==> src/rtl/axi_stream_insert_arbiter_pkg.sv <==
// Shared types and widths for the header-insert arbiter.
package axi_insert_arb_pkg;

  // Arbiter FSM: wait for request, pass header, pass payload, wait for packet end.
  typedef enum logic [1:0] {
    IDLE  = 2'd0,
    HDR   = 2'd1,
    DATA  = 2'd2,
    DRAIN = 2'd3
  } arb_state_e;

  localparam int PKT_CNT_WD = 16;  // completed-packet counter width
  localparam int WD_CNT_WD  = 16;  // DRAIN watchdog counter width

endpackage

==> src/rtl/rr_arbiter.sv <==
// Combinational round-robin picker: first set request searching from ptr+1
// upward, wrapping modulo NUM_SRC.
module rr_arbiter #(
  parameter int NUM_SRC = 4,
  parameter int SRC_WD  = $clog2(NUM_SRC)
) (
  input  logic [NUM_SRC-1:0] req,
  input  logic [SRC_WD-1:0]  ptr,
  output logic [SRC_WD-1:0]  gnt_idx,
  output logic               gnt_any
);

  logic [SRC_WD-1:0] w_cand;

  // Walk candidates farthest-first so the nearest requester after ptr wins.
  always_comb begin
    // NOTE: every output of a combinational block gets a default first so no path leaves it holding a value (no latch).
    gnt_idx = '0;
    gnt_any = 1'b0;
    w_cand  = '0;
    for (int i = NUM_SRC; i >= 1; i--) begin
      w_cand = SRC_WD'((int'(ptr) + i) % NUM_SRC);
      if (req[w_cand]) begin
        gnt_idx = w_cand;
        gnt_any = 1'b1;
      end
    end
  end

endmodule

==> src/rtl/axi_stream_insert_arbiter.sv <==
// Round-robin arbiter sharing one header-insert datapath between NUM_SRC
// requesters. The grant is held from header handshake until the insert block
// reports packet completion, so sources never interleave.
module axi_stream_insert_arbiter
  import axi_insert_arb_pkg::*;
#(
  parameter int DATA_WD       = 32,
  parameter int DATA_BYTE_WD  = DATA_WD / 8,
  parameter int BYTE_CNT_WD   = $clog2(DATA_BYTE_WD),
  parameter int NUM_SRC       = 4,
  parameter int SRC_WD        = $clog2(NUM_SRC),
  parameter int DRAIN_TIMEOUT = 1024
) (
  input  logic                                 clk,
  input  logic                                 rst_n,
  input  logic [NUM_SRC-1:0]                   s_valid_insert,
  input  logic [NUM_SRC*DATA_WD-1:0]           s_data_insert,
  input  logic [NUM_SRC*DATA_BYTE_WD-1:0]      s_keep_insert,
  input  logic [NUM_SRC*(BYTE_CNT_WD+1)-1:0]   s_byte_insert_cnt,
  output logic [NUM_SRC-1:0]                   s_ready_insert,
  input  logic [NUM_SRC-1:0]                   s_valid_in,
  input  logic [NUM_SRC-1:0]                   s_last_in,
  input  logic [NUM_SRC*DATA_WD-1:0]           s_data_in,
  input  logic [NUM_SRC*DATA_BYTE_WD-1:0]      s_keep_in,
  output logic [NUM_SRC-1:0]                   s_ready_in,
  output logic                                 m_valid_insert,
  output logic [DATA_WD-1:0]                   m_data_insert,
  output logic [DATA_BYTE_WD-1:0]              m_keep_insert,
  output logic [BYTE_CNT_WD:0]                 m_byte_insert_cnt,
  input  logic                                 m_ready_insert,
  output logic                                 m_valid_in,
  output logic [DATA_WD-1:0]                   m_data_in,
  output logic [DATA_BYTE_WD-1:0]              m_keep_in,
  output logic                                 m_last_in,
  input  logic                                 m_ready_in,
  input  logic                                 pkt_done,
  output logic [SRC_WD-1:0]                    grant_id,
  output logic                                 busy,
  output logic [PKT_CNT_WD-1:0]                pkt_cnt,
  output logic                                 err_timeout
);

  arb_state_e              r_state;
  logic [SRC_WD-1:0]       r_grant;
  logic [SRC_WD-1:0]       r_rr_ptr;
  logic                    r_done_seen;
  logic [PKT_CNT_WD-1:0]   r_pkt_cnt;
  logic [WD_CNT_WD-1:0]    r_wd_cnt;
  logic                    r_err_timeout;

  logic [SRC_WD-1:0]       w_gnt_idx;
  logic                    w_gnt_any;
  logic                    w_hdr_hs;
  logic                    w_last_hs;
  logic                    w_wd_expire;

  // Per-source views of the packed input buses, indexed by grant.
  logic [DATA_WD-1:0]      w_hdr_data [NUM_SRC];
  logic [DATA_BYTE_WD-1:0] w_hdr_keep [NUM_SRC];
  logic [BYTE_CNT_WD:0]    w_hdr_cnt  [NUM_SRC];
  logic [DATA_WD-1:0]      w_pay_data [NUM_SRC];
  logic [DATA_BYTE_WD-1:0] w_pay_keep [NUM_SRC];

  for (genvar g = 0; g < NUM_SRC; g++) begin : g_unpack
    assign w_hdr_data[g] = s_data_insert[g*DATA_WD +: DATA_WD];
    assign w_hdr_keep[g] = s_keep_insert[g*DATA_BYTE_WD +: DATA_BYTE_WD];
    assign w_hdr_cnt[g]  = s_byte_insert_cnt[g*(BYTE_CNT_WD+1) +: (BYTE_CNT_WD+1)];
    assign w_pay_data[g] = s_data_in[g*DATA_WD +: DATA_WD];
    assign w_pay_keep[g] = s_keep_in[g*DATA_BYTE_WD +: DATA_BYTE_WD];
  end

  rr_arbiter #(
    .NUM_SRC (NUM_SRC),
    .SRC_WD  (SRC_WD)
  ) u_rr_arbiter (
    .req     (s_valid_insert),
    .ptr     (r_rr_ptr),
    .gnt_idx (w_gnt_idx),
    .gnt_any (w_gnt_any)
  );

  assign w_hdr_hs    = m_valid_insert & m_ready_insert;
  assign w_last_hs   = m_valid_in & m_ready_in & m_last_in;
  assign w_wd_expire = (r_wd_cnt == WD_CNT_WD'(DRAIN_TIMEOUT - 1));

  // Route the granted source to the insert block; everything else is held at 0.
  always_comb begin
    m_valid_insert    = 1'b0;
    m_data_insert     = '0;
    m_keep_insert     = '0;
    m_byte_insert_cnt = '0;
    m_valid_in        = 1'b0;
    m_data_in         = '0;
    m_keep_in         = '0;
    m_last_in         = 1'b0;
    s_ready_insert    = '0;
    s_ready_in        = '0;
    case (r_state)
      HDR: begin
        m_valid_insert          = s_valid_insert[r_grant];
        m_data_insert           = w_hdr_data[r_grant];
        m_keep_insert           = w_hdr_keep[r_grant];
        m_byte_insert_cnt       = w_hdr_cnt[r_grant];
        s_ready_insert[r_grant] = m_ready_insert;
      end
      DATA: begin
        m_valid_in          = s_valid_in[r_grant];
        m_data_in           = w_pay_data[r_grant];
        m_keep_in           = w_pay_keep[r_grant];
        m_last_in           = s_last_in[r_grant];
        s_ready_in[r_grant] = m_ready_in;
      end
      default: ;
    endcase
  end

  // Arbitration FSM with packet counter, DRAIN watchdog and done tracking.
  always_ff @(posedge clk or negedge rst_n) begin
    if (!rst_n) begin
      r_state       <= IDLE;
      r_grant       <= '0;
      r_rr_ptr      <= SRC_WD'(NUM_SRC - 1);
      r_done_seen   <= 1'b0;
      r_pkt_cnt     <= '0;
      r_wd_cnt      <= '0;
      r_err_timeout <= 1'b0;
    end else begin
      // NOTE: state updates use <= so every register samples pre-edge values, regardless of statement order.
      r_err_timeout <= 1'b0;
      case (r_state)
        IDLE: begin
          if (w_gnt_any) begin
            r_grant <= w_gnt_idx;
            r_state <= HDR;
          end
        end
        HDR: begin
          if (w_hdr_hs) r_state <= DATA;
        end
        DATA: begin
          if (w_last_hs) begin
            if (r_done_seen | pkt_done) begin
              r_state     <= IDLE;
              r_rr_ptr    <= r_grant;
              r_pkt_cnt   <= r_pkt_cnt + 1'b1;
              r_done_seen <= 1'b0;
            end else begin
              r_state <= DRAIN;
            end
          end else if (pkt_done) begin
            // Insert block may flag its last beat before our last payload handshake.
            r_done_seen <= 1'b1;
          end
        end
        DRAIN: begin
          if (pkt_done) begin
            r_state   <= IDLE;
            r_rr_ptr  <= r_grant;
            r_pkt_cnt <= r_pkt_cnt + 1'b1;
            r_wd_cnt  <= '0;
          end else if (w_wd_expire) begin
            r_state       <= IDLE;
            r_rr_ptr      <= r_grant;
            r_err_timeout <= 1'b1;
            r_wd_cnt      <= '0;
          end else begin
            r_wd_cnt <= r_wd_cnt + 1'b1;
          end
        end
        default: r_state <= IDLE;
      endcase
    end
  end

  assign grant_id    = r_grant;
  assign busy        = (r_state != IDLE);
  assign pkt_cnt     = r_pkt_cnt;
  assign err_timeout = r_err_timeout;

endmodule
==> config.mk <==
export PLATFORM = sky130hd
export DESIGN_NAME = axi_stream_insert_arbiter
export DESIGN_NICKNAME = d
export VERILOG_FILES = /design/src/rtl/axi_stream_insert_arbiter_pkg.sv /design/src/rtl/rr_arbiter.sv /design/src/rtl/axi_stream_insert_arbiter.sv
export SDC_FILE = /design/constraint.sdc
export NUM_CORES = 1
export LEC_CHECK = 0
export CAP_MARGIN = 25
export CORE_AREA = 2 2 165 167
export DETAILED_ROUTE_END_ITERATION = 12
export DIE_AREA = 0 0 167 169
export DONT_BUFFER_PORTS = 1
export PLACE_DENSITY = 0.37
export SETUP_SLACK_MARGIN = 0.2
export SYNTH_ARGS = -nofsm -noshare
export SYNTH_HDL_FRONTEND = slang
export SYNTH_SLANG_ARGS = --single-unit
==> constraint.sdc <==
create_clock -name clk -period 3.15 [get_ports clk]
set_clock_uncertainty 0.15 [all_clocks]
set_input_delay 0.4725 -clock clk [delete_from_list [all_inputs] [get_ports clk]]
set_output_delay 0.4725 -clock clk [all_outputs]
set_load 0.02 [all_outputs]
==> out/results.ini <==
[run_status]
status = finished, final reports clean

[worst_setup_path]
cp.arrival_ns = 2.15
critPathKind = register to output pin
cp_cell_sequence = buf_4 > mux4_2 > and2_1
start_kind = register
crit_path_top_delay_cell = dfrtp_4
worstPathMaxFanout = 27
timing.reg2reg.setup_slack_ns = 0.80
r2r_end = pkt_cnt[5]
ff2ff_path_depth = 6
cpPeakStageDelay_ns = 0.72
r2r_start = grant_id[1]
cp.required_ns = 2.53
endpoint_kind = output pin

[clock_tree]
clkSlewWorstSetupHoldPaths_ns = 0.06
insertion_delay_ns = 0.28
cts.sinks = 40
clock_path_buffers = 2
cts_max_level = 2
ctsResizeCount = 0
post_cts_buffers = 0
tritoncts = done
cts_made_buffers = 5
ctsHoldBuffers = 2
clockRootBuffer = clkbuf_16

[detailed_routing]
drt_pass1_iterations = 5
viasPerCell = 5.220
vias = 4014
drt_iter0_drc = 282
ant_nets = 0
wl_per_cell_um = 31.46
drcViolationCount = 0
wirelength_um = 24190

[floorplan]
dieWidth_um = 167
core_area_um2 = 26500
die_area_um2 = 28220
die_y_um = 169
rows = 60
io_pins = 423
floorplan.initialDensity_pct = 17.37

[synth]
yosysTopAreaCell = mux4_2
synth-seq-cells = 40
muxShareOfSynthArea_pct = 39.75
synth_compound_area_share_pct = 7.232
synth_xor_area_share_pct = 3.235
synth_top_family_by_area = multiplexers
yosys-top-cells-area = mux4_2 (38%), dfrtp_1 (21%), nor2b_1 (6.0%)
yosysSeqAreaShare_pct = 21.81
syn_area_per_cell_um2 = 10.96
syn-instance-count = 420
syn_nets = 739
yosys_warnings = 0
synth_fa_ha_area_share_pct = 0.5438
synth_simple_gate_area_share_pct = 23.63
synth_top_area_share_pct = 37.68
syn_area_um2 = 4602
ys_types = 53

[power_and_ir_drop]
p_clk_share_pct = 11.0
power_density_nw_per_um2 = 915.1
swShare_pct = 50.07
leakage_nw = 1.826
switchingPower_w = 0.002424
combPwrFrac_pct = 69.3
ir_drop_mv = 0.3601
p_int_w = 0.002417
power_frac_seq_pct = 19.7

[hold_path]
min_to = r_wd_cnt[8]
hold_path.startpoint = pkt_done
whs_path_depth = 1
hp-class = input pin to register

[flow_run]
drv_cap = 0

[global_route]
grt_max_degree = 50
grt_pass1_wl_um = 31520
grt_usage_pct = 15.74
grt-ovfl-total = 0
grt_pass1_vias = 3938
antenna_found_initial = 29

[timing]
max_freq_mhz = 361.1
setup_viol = 0
post-route-min-period_ns = 2.770
worst_slew_pin_slew_ns = 0.6786
slew_violations = 0
fin_tns_setup_ns = 0
grt_setup_unrepaired = false
layout_setup_ws_ns = 0.3804
max_slew_margin_pct = 54.41
hold_viol = 0
layout_worst_path_cycle_share_pct = 87.92

[place]
pre_cts_ws_ns = 0.6704
gp_congestion = 0.9875
io_buffers = 0
hpwl_um = 20710

[cells_and_area]
fin_nets = 731
drive_gt1_share_pct = 30.75
area_growth_pct = 14.95
fillers = 2920

-- synthesized netlist by cell type, drive strengths merged --
library cell  instances
mux4                 77
nor2b                44
and2                 38
dfrtp                38
nand2                29
clkbuf               20
o21ai                19
buf                  16
nor2                 16
xor2                 15
nor3                 11
a21oi                10
nor4                 10
nand3                 8
and3                  7
a31oi                 6
mux2i                 5
inv                   4
mux2                  4
nand2b                4
a21o                  3
a22o                  3
and4                  3
nand4                 3
o31ai                 3
or3                   3
dfstp                 2
ha                    2
nor4b                 2
or2                   2
or4                   2
xnor2                 2
a211o                 1
a211oi                1
a21boi                1
a311oi                1
nand3b                1
nor3b                 1
o22ai                 1
o2bb2ai               1
o31a                  1
-- logic make-up after synthesis --
group           count (synthesis)
simple gates                  184
flops                          40
xor+xnor                       17
compound gates                 51
buf+inv                        40
mux                            86
fa+ha+maj                       2
-- metrics by stage --
stage                     cell area [um^2]  hold slack [ns]  utilization (%)  power (W)  std cells
final                                 5290           0.1548            19.96   0.004841        769
after global placement                5061          0.02792            19.10   0.004315        744
after CTS                             5253           0.1451            19.82   0.004921        754
after global routing                  5275           0.1685            19.91   0.005154        763
after floorplan                       4602          0.02691                -   0.003555        420
after detailed placement              5061          0.02787            19.10   0.004350        744
-- worst max-delay path, delay by kind of cell, from the launching register on --
kind | cells | cell delay (ns)
multiplexers | 1 | 0.37
buffers and inverters | 1 | 0.41
AND/OR/NAND/NOR | 1 | 0.33
flip-flops | 1 | 0.72
-- power groups by stage --
stage | sequential (W) | clock [W] | combinational [W]
floorplan | 0.000817 | 0 | 0.00274
global placement | 0.000959 | 0 | 0.00336
detailed placement | 0.000965 | 0 | 0.00338
CTS | 0.000957 | 0.000550 | 0.00341
global route | 0.000984 | 0.000574 | 0.00360
finish | 0.000954 | 0.000533 | 0.00335
-- layout by cell type (no fill, tap or decap), types with 3 or more instances in the layout --
cell,count
nor4_1,6
nand4_1,3
buf_4,16
buf_12,3
nor2_1,16
a21o_1,3
a31oi_1,6
nand2_1,29
nor2b_1,43
or3_1,3
o21ai_1,5
o21ai_0,14
dfrtp_1,36
nor3_1,9
a21oi_1,9
and3_1,6
a22o_1,3
mux4_2,77
xor2_1,15
nand2b_1,3
inv_1,4
mux2_1,3
mux2i_1,5
clkbuf_16,5
diode_2,15
o31ai_1,3
and4_1,3
nor4_2,4
nand3_1,7
and2_1,38
-- worst max path at each step --
stage / from / to / slack [ns] / cells after the start
3_3_place_gp: grant_id[1] / m_data_in[11] / 0.71 / 3
4_1_cts: grant_id[1] / m_keep_in[2] / 0.38 / 3
5_1_grt: r_state[1] / s_ready_in[0] / 0.29 / 4
6_report: grant_id[1] / m_keep_in[2] / 0.38 / 3
3_5_place_dp: grant_id[1] / m_keep_in[1] / 0.67 / 3
2_1_floorplan: grant_id[0] / m_data_in[0] / 0.60 / 5
-- registers in the layout, indices dropped and copies added, names as in the netlist --
| name | flops |
|---|---|
| err_timeout | 1 |
| grant_id | 2 |
| pkt_cnt | 16 |
| r_done_seen | 1 |
| r_rr_ptr | 2 |
| r_state | 2 |
| r_wd_cnt | 16 |
-- cell type report --
cell class | instances | area [um^2] | share of cell area, %
inverter | 4 | 15.01 | 0.2838
tap | 341 | 426.7 | 8.065
multi-input combinational | 340 | 3428 | 64.81
antenna | 15 | 37.54 | 0.7096
sequential | 40 | 1011 | 19.11
timing repair buffer | 21 | 217.7 | 4.115
clock inverter | 2 | 15.01 | 0.2838
clock buffer | 6 | 138.9 | 2.625
-- metal layers --
metal	wire length, um	GRT usage (%)
met1	9680	20.52
met2	11370	23.44
met3	2473	6.173
met4	613	6.072
met5	49	0
No activity file was read; power rests on OpenSTA's default activity.
